## src/rtl/img_pkg.sv

```systemverilog
// Shared pixel types and frame-engine state encoding for the grayscale path.
package img_pkg;
  localparam int PIX_W = 12;

  typedef logic [11:0] rgb444_t;
  typedef logic [3:0]  gray4_t;

  typedef enum logic [1:0] {IDLE, RUN, DRAIN, DONE} gfe_state_t;

  // Displayable gray: the same nibble on all three channels.
  function automatic rgb444_t gray_pix(input gray4_t g);
    return {g, g, g};
  endfunction
endpackage

```

## src/rtl/rgb2gray.sv

```systemverilog
// Combinational RGB444 to 4-bit luma: (5R + 9G + 2B) >> 4.
module rgb2gray
  import img_pkg::*;
(
  input  rgb444_t rgb_in,
  output gray4_t  gray_out
);
  logic [7:0] sum;

  // Weights total 16, so the sum peaks at 240 and fits 8 bits.
  always_comb begin
    sum = {4'b0, rgb_in[11:8]} * 8'd5
        + {4'b0, rgb_in[7:4]}  * 8'd9
        + {4'b0, rgb_in[3:0]}  * 8'd2;
    gray_out = gray4_t'(sum >> 4);
  end
endmodule

```

## src/rtl/gray_frame_engine.sv

```systemverilog
// Streams a frame through rgb2gray: read issued in cycle t is written back in t+2.
// Stall only holds new read issue; pixels already in the pipeline always complete.
module gray_frame_engine
  import img_pkg::*;
#(
  parameter int IMG_W = 128,
  parameter int IMG_H = 96,
  parameter int AW    = 14
) (
  input  logic          clk,
  input  logic          rst_n,
  input  logic          start,
  input  logic [AW-1:0] src_base,
  input  logic [AW-1:0] dst_base,
  input  logic          stall,
  output logic          busy,
  output logic          done,
  output logic          rd_en,
  output logic [AW-1:0] rd_addr,
  input  logic [11:0]   rd_data,
  output logic          wr_en,
  output logic [AW-1:0] wr_addr,
  output logic [11:0]   wr_data
);
  localparam int NPIX = IMG_W * IMG_H;
  localparam logic [AW:0] NPIX_C = (AW+1)'(NPIX);
  localparam logic [AW:0] LAST_C = (AW+1)'(NPIX - 1);

  gfe_state_t    state;
  logic [AW-1:0] src_q, dst_q;
  logic [AW:0]   rd_cnt, wr_cnt;
  logic          s1_vld;
  gray4_t        gray;

  rgb2gray u_rgb2gray (
    .rgb_in   (rd_data),
    .gray_out (gray)
  );

  assign rd_en   = (state == RUN) && !stall;
  assign rd_addr = src_q + rd_cnt[AW-1:0];

  always_ff @(posedge clk or negedge rst_n) begin
    if (!rst_n) begin
      state   <= IDLE;
      src_q   <= '0;
      dst_q   <= '0;
      rd_cnt  <= '0;
      wr_cnt  <= '0;
      s1_vld  <= 1'b0;
      busy    <= 1'b0;
      done    <= 1'b0;
      wr_en   <= 1'b0;
      wr_addr <= '0;
      wr_data <= '0;
    end else begin
      // Fixed two-stage pipeline, independent of stall.
      s1_vld <= rd_en;
      wr_en  <= s1_vld;
      if (s1_vld) begin
        wr_data <= gray_pix(gray);
        wr_addr <= dst_q + wr_cnt[AW-1:0];
        wr_cnt  <= wr_cnt + 1'b1;
      end
      done <= 1'b0;

      case (state)
        IDLE: if (start) begin
          src_q  <= src_base;
          dst_q  <= dst_base;
          rd_cnt <= '0;
          wr_cnt <= '0;
          busy   <= 1'b1;
          state  <= RUN;
        end
        RUN: if (rd_en) begin
          rd_cnt <= rd_cnt + 1'b1;
          if (rd_cnt == LAST_C) state <= DRAIN;
        end
        // wr_cnt already counts the write on the bus this cycle.
        DRAIN: if (wr_en && wr_cnt == NPIX_C) begin
          done  <= 1'b1;
          busy  <= 1'b0;
          state <= DONE;
        end
        DONE:    state <= IDLE;
        default: state <= IDLE;
      endcase
    end
  end
endmodule
```

## config.mk

```make
export PLATFORM = sky130hd
export DESIGN_NAME = gray_frame_engine
export DESIGN_NICKNAME = d
export VERILOG_FILES = /design/src/rtl/img_pkg.sv /design/src/rtl/rgb2gray.sv /design/src/rtl/gray_frame_engine.sv
export SDC_FILE = /design/constraint.sdc
export NUM_CORES = 1
export LEC_CHECK = 0
export CORE_AREA = 8 8 144 146
export CTS_BUF_LIST = sky130_fd_sc_hd__clkbuf_16
export DETAILED_ROUTE_END_ITERATION = 8
export DIE_AREA = 0 0 152 154
export GPL_ROUTABILITY_DRIVEN = 0
export HOLD_SLACK_MARGIN = 0.02
export PLACE_DENSITY_LB_ADDON = 0.08
export SLEW_MARGIN = 25
export SYNTH_ARGS = -nofsm -noshare
export SYNTH_HDL_FRONTEND = slang
export SYNTH_HIERARCHICAL = 1
export SYNTH_SLANG_ARGS = --single-unit
```

## constraint.sdc

```tcl
create_clock -name clk -period 1.9 [get_ports clk]
set_clock_uncertainty 0.1 [all_clocks]
set_input_delay 0.19 -clock clk [delete_from_list [all_inputs] [get_ports clk]]
set_output_delay 0.19 -clock clk [all_outputs]
set_load 0.005 [all_outputs]
```

==> flow_summary.ini, run 1 <==
[hold_path]
worstHoldStart = dst_base[9]
min_path_type = in2reg
hold_path_end = dst_q[9]
min_path_cells = 3

[yosys]
syn_nets = 713
syn-instance-count = 612
synth_compound_area_share_pct = 12.4
synth_fa_ha_area_share_pct = 14.3
netlist_area_sq_um = 5440
synth_simple_gate_area_share_pct = 21.4
async_flop_share_pct = 100
ys_seq_elements = 82
synth_xor_area_share_pct = 6.28
ys_seq_area_share_pct = 37.7
yosysWarnings = 6
synth_top_family_by_area = simple AND/OR/NAND/NOR gates
synth-edff-count = 0
muxShareOfSynthArea_pct = 2.83
synth.distinct_cells = 56
synth_area_per_cell_sq_um = 8.89
synth_ff_type = dfrtp_1

[route]
drc = 0
vias_per_cell = 4.76
wl_microns = 16400
wl_per_cell_microns = 15.1
dr.pass1.iters = 4
ant_nets = 0
vias = 5161
first_iter_violations = 167

[timing]
setup_viol = 24
fin_ws_ns = -0.849
fmax_mhz = 364
maxSlewHeadroom_pct = 69.2
drv_slew = 0
fin_crit_sh_pct = 145
rsz0062_at_grt = yes
finalCriticalPeriod_ns = 2.75
setup_tns_ns = -11.08
max_slew.worst_pin.slew_ns = 0.463
hold_violations = 0

[worst_setup_path]
crit_top_cell = inv_2
start_kind = primary input
end_kind = flop
r2r_cells = 8
worstPathArrival_ns = 2.88
critPathMaxStageDelay_ns = 0.55
rr_endpoint = state[1]
crit_path_cell_trace = buf_8, ha_4, inv_2, fa_1, inv_2, ha_4, inv_2, fa_1, inv_2, ha_4, a21o_4, a221oi_2, xnor2_1, mux2_4
crit_path_max_fanout = 3
regToRegStartpoint = rd_cnt[0]
r2r_setup_slack_ns = -0.53
crit_type = in2reg
required_ns = 2.03
slowest_stage = fa_1

[place]
postPlaceCellArea_sq_um = 7590
port_buffers = 87
dpl.hpwl_microns = 11800
pre_cts_ws_ns = -1.73

[floorplanning]
pin_count = 88
dieHeight_microns = 154
initial_core_util_pct = 29.5
dieArea_sq_um = 23400
rows = 50
die-width_microns = 152
coreArea_sq_um = 18500

[cts]
h-tree-depth = 3
numClockSinks = 82
cts_tree = built
worst_skew_pair.late_latency_ns = 0.35
clockBufferDepth = 2
cts_buffers = 9
clkTransAtPathRegs_ns = 0.06
root_buffer = clkbuf_16

[global_route]
antenna_found_initial = 0
grt_pass1_vias = 5304
grt_max_degree = 83
grtUsageTotal_pct = 13.9
grt_overflow = 0
grt_pass1_wl_microns = 26400

[status]
outcome = finished with violations
violations = setup timing

[power]
powerDensity_nw_per_um2 = 1190
p_leak_nw = 4.08
ir_drop_v = 0.000437

[run]
cap_violations = 0

[finish]
antennaDiodeCount = 0
nFillCells = 1713
final_area_sq_um = 8820
drive_gt1_share_pct = 37.1
syn2layout_area_growth_pct = 62.2
nets = 947
-- worst max-delay path: cells and delay by family --
kind            cells  cell delay, ns
fa+ha+maj           5            1.58
compound gates      2            0.51
buf+inv             5            0.25
xor+xnor            1            0.09
mux                 1            0.25
-- synthesized netlist by cell type, drive strengths merged (3+ instances only) --
master,n,share of area (%)
a21o,7,0.97
a21oi,29,2.7
a31o,3,0.48
a31oi,4,0.46
and3,6,0.69
and4,6,0.97
buf,8,1.1
clkbuf,13,0.90
dfrtp,82,38
fa,9,3.3
ha,48,11
inv,44,3.0
mux2,11,2.3
mux2i,3,0.55
nand2,113,7.8
nand3,19,1.7
nand4,8,0.92
nor2,51,3.5
nor2b,11,1.3
nor3,15,1.4
nor4,3,0.34
o2111ai,3,0.48
o211ai,5,0.69
o21a,4,0.55
o21ai,23,2.1
o311ai,5,0.80
or3,10,1.1
xnor2,22,3.5
xor2,17,2.7
-- worst max path at each step --
stage,startpoint,end,slack (ns),cells past startpoint
2_1_floorplan,rd_data[6],wr_data[10],-1.0,13
3_3_place_gp,rd_data[6],wr_data[10],-1.63,14
3_5_place_dp,rd_data[6],wr_data[10],-1.73,14
4_1_cts,rd_cnt[0],rd_addr[10],-0.84,10
5_1_grt,rd_data[7],wr_data[10],-0.94,12
6_report,rd_data[8],wr_data[10],-0.85,14
-- layout by cell type, fill, tap and decap left out, types with 6 or more instances in the layout --
cell / count
nand4_1: 8
inv_2: 15
buf_4: 136
ha_1: 23
dfrtp_1: 79
buf_2: 12
or3_1: 9
ha_4: 24
xor2_1: 17
o21ai_0: 17
a21oi_2: 9
nand2_1: 110
a21oi_4: 6
nor2_1: 46
xnor2_1: 21
clkbuf_16: 9
clkdlybuf4s50_1: 61
a21oi_1: 14
fa_1: 7
nand3_1: 16
nor3_1: 8
inv_1: 30
buf_6: 20
-- area by class of cell --
class	instances	area [sq um]	area share (%)
multi-input combinational	465	3850	43.6
timing repair buffer	244	2100	23.8
sequential	82	2060	23.3
tap	234	293	3.32
clock buffer	9	225	2.55
inverter	44	165	1.87
clock inverter	7	133	1.50
-- report_power, final --
group	leakage, nW	internal [mW]	switching (mW)
Combinational	2.84	3.14	2.49
Clock	0.178	1.41	0.744
Sequential	1.06	2.29	0.417
-- cells by family (layout without fill, tap and decap cells) --
| kind of cell | count (synthesis) | count (layout) |
|---|---|---|
| DFF | 82 | 82 |
| xor gates and xnor gates | 39 | 39 |
| buffers and inverters | 65 | 304 |
| adders and majority gates | 57 | 57 |
| muxes | 14 | 14 |
| AOI/OAI and AO/OA | 102 | 102 |
| and+or+nand+nor | 253 | 253 |
-- state kept, by name, indices dropped and copies added (netlist names) --
register	count
src_q	14
wr_addr	14
wr_en	1
wr_cnt	15
wr_data	4
dst_q	14
busy	1
s1_vld	1
done	1
state	2
rd_cnt	15
-- layer usage --
layer,vias up,share of wire (%),GRT usage [%]
met5,-,0,0
met4,0,1.8,5.43
met3,20,3.3,2.13
li1,2577,-,-
met2,95,49,23.7
met1,2469,46,17.3
-- metrics by stage --
step / hold WS, ns / utilization (%) / total power, mW / cells
floorplan: -0.206 / - / 5.21 / 612
global placement: 0.167 / 41.1 / 7.56 / 1037
detailed placement: 0.170 / 41.1 / 7.65 / 1037
CTS: 0.258 / 45.6 / 10.2 / 1070
global route: 0.275 / 47.8 / 11.3 / 1085
finish: 0.272 / 47.8 / 10.5 / 1085
-- repair_timing --
action / in CTS / in global routing
resized for setup: 173 / 65
pin swaps: 47 / 44
endpoints found under the hold margin: 82 / 0
endpoints found under the setup margin: 33 / 46
hold buffers: 1 / 0
buffers inserted: 18 / 17
Note: power is estimated with default switching activity, not from simulation.
==> run 2: changes to the inputs <==
==> constraint.sdc (replaced) <==
create_clock -name clk -period 2.35 [get_ports clk]
set_clock_uncertainty 0.1 [all_clocks]
set_input_delay 0.235 -clock clk [delete_from_list [all_inputs] [get_ports clk]]
set_output_delay 0.235 -clock clk [all_outputs]
set_load 0.005 [all_outputs]
==> run 2 against run 1 <==
The flow still finishes with violations (setup timing). Clock-buffer cell count unchanged. Sequential share of layout area increased by 2.9 points. Design area decreased by 11%. Non-clock buffer count decreased by 73. Wire length decreased by 7.8%. Critical path type unchanged. Critical endpoint unchanged. Highest routed layer unchanged.
==> flow_summary.ini, run 2 (synthesized netlist as in run 1, its figures left out) <==
[route]
wl_per_cell_microns = 14.9
first_iter_violations = 194
dr.pass1.iters = 4
wl_microns = 15100
ant_nets = 0
vias = 4849
vias_per_cell = 4.79
drc = 0

[place]
dpl.hpwl_microns = 11600
port_buffers = 87
placed_cells = 986

[timing]
maxSlewHeadroom_pct = 67.1
drv_slew = 0
setup_tns_ns = -3.48
fmax_mhz = 360
finalCriticalPeriod_ns = 2.78
setup_viol = 14
rsz0062_at_grt = yes
max_slew.worst_pin.slew_ns = 0.489
fin_ws_ns = -0.428
fin_crit_sh_pct = 118
hold-worst-slack_ns = 0.220
hold_violations = 0

[status]
violations = setup timing
outcome = finished with violations

[floorplanning]
initial_core_util_pct = 29.5
pin_count = 88
dieArea_sq_um = 23400
coreArea_sq_um = 18500
dieHeight_microns = 154
die-width_microns = 152
rows = 50

[finish]
drive_gt1_share_pct = 23.9
multi_input_area_sq_um = 3490
layout_commonest_cell = nand2_1
nets = 874
nFillCells = 1766
antennaDiodeCount = 0
reg_top3 = rd_cnt (15), wr_cnt (15)
syn2layout_area_growth_pct = 44.2
seq_area_sq_um = 2050
layout_common_cells = nand2_1, dfrtp_1, buf_4, clkdlybuf4s50_1, nor2_1
stdcell_count = 1012

[worst_setup_path]
end_kind = flop
required_ns = 2.48
r2r_setup_slack_ns = -0.07
crit_type = in2reg
worstPathArrival_ns = 2.91
crit_path_max_fanout = 3
start_kind = primary input

[cts]
numClockSinks = 82
h-tree-depth = 3
clockBufferDepth = 2
cts_buffers = 9
worst_skew_pair.late_latency_ns = 0.34
root_buffer = clkbuf_16
clkTransAtPathRegs_ns = 0.07
cts_tree = built

[hold_path]
min_path_type = in2async

[global_route]
grtUsageTotal_pct = 13.2
grt_max_degree = 44
grt_pass1_wl_microns = 25300
grt_overflow = 0
antenna_found_initial = 0
grt_pass1_vias = 5020

[power]
ir_drop_v = 0.000365
powerDensity_nw_per_um2 = 964
p_leak_nw = 3.65

[run]
cap_violations = 0
## run 2: cell types whose count changed in the layout (fill, tap and decap cells not counted), moves of 5 or more
cell / previous run / this run
o21ai_0: 17 / 23
inv_1: 30 / 35
nor3_1: 8 / 14
a21oi_2: 9 / 3
ha_4: 24 / 12
ha_1: 23 / 35
a21oi_1: 14 / 23
buf_6: 20 / 12
buf_4: 136 / 72
## run 2: what timing repair did
item	CTS	global route
gates resized for setup	121	31
hold endpoints to repair	59	0
buffers inserted	8	5
hold buffers	1	0
setup endpoints to repair	17	18
pin swaps	39	28
## run 2: layout make-up
type	instances	area share (%)
clock buffers	9	2.87
clock inverters	7	1.40
inverters	44	2.10
multi-input cells	465	44.5
flip-flops and latches	82	26.2
well taps	234	3.73
repair buffers	171	19.2
## run 2: routing by layer
metal / up-vias / track usage, % / wire, microns
li1: 2437 / - / -
met1: 2322 / 17.2 / 7390
met2: 76 / 21.4 / 7080
met3: 14 / 2.89 / 456
met4: 0 / 4.28 / 180
met5: - / 0 / 0
## run 2: final timing paths
check / endpoint / start / cells after the start
min reg2reg: src_q[8] / src_q[8] / 2
max reg2reg: state[1] / rd_cnt[0] / 6
max in group asynchronous: rd_cnt[14] / rst_n / 3
max: wr_data[10] / rd_data[9] / 12
min: wr_addr[9] / rst_n / 2
min in group clk: dst_q[3] / dst_base[3] / 3
## run 2: worst max-delay path, stage by stage
cell and delay [ns]:
buf_8 0.10, ha_4 0.26, ha_4 0.12, inv_2 0.03, fa_1 0.50, fa_1 0.53, inv_2 0.05, ha_4 0.22
a21o_4 0.23, a221oi_4 0.27, xnor2_1 0.10, mux2_4 0.25
## run 2: power by group
part	switching [mW]	internal, mW
Combinational	1.77	2.00
Clock	0.595	1.03
Sequential	0.318	1.85
## run 2: metrics by stage
step                      power [mW]  instance area, sq um  util, %  setup WS (ns)
after detailed placement        5.79                  7130     38.7          -1.29
after CTS                       7.56                  7680     41.6         -0.462
after floorplan                 4.10                  5500        -         -0.594
after global placement          5.73                  7130     38.7          -1.21
final                           7.56                  7850     42.5         -0.428
after global routing            8.19                  7850     42.5         -0.501
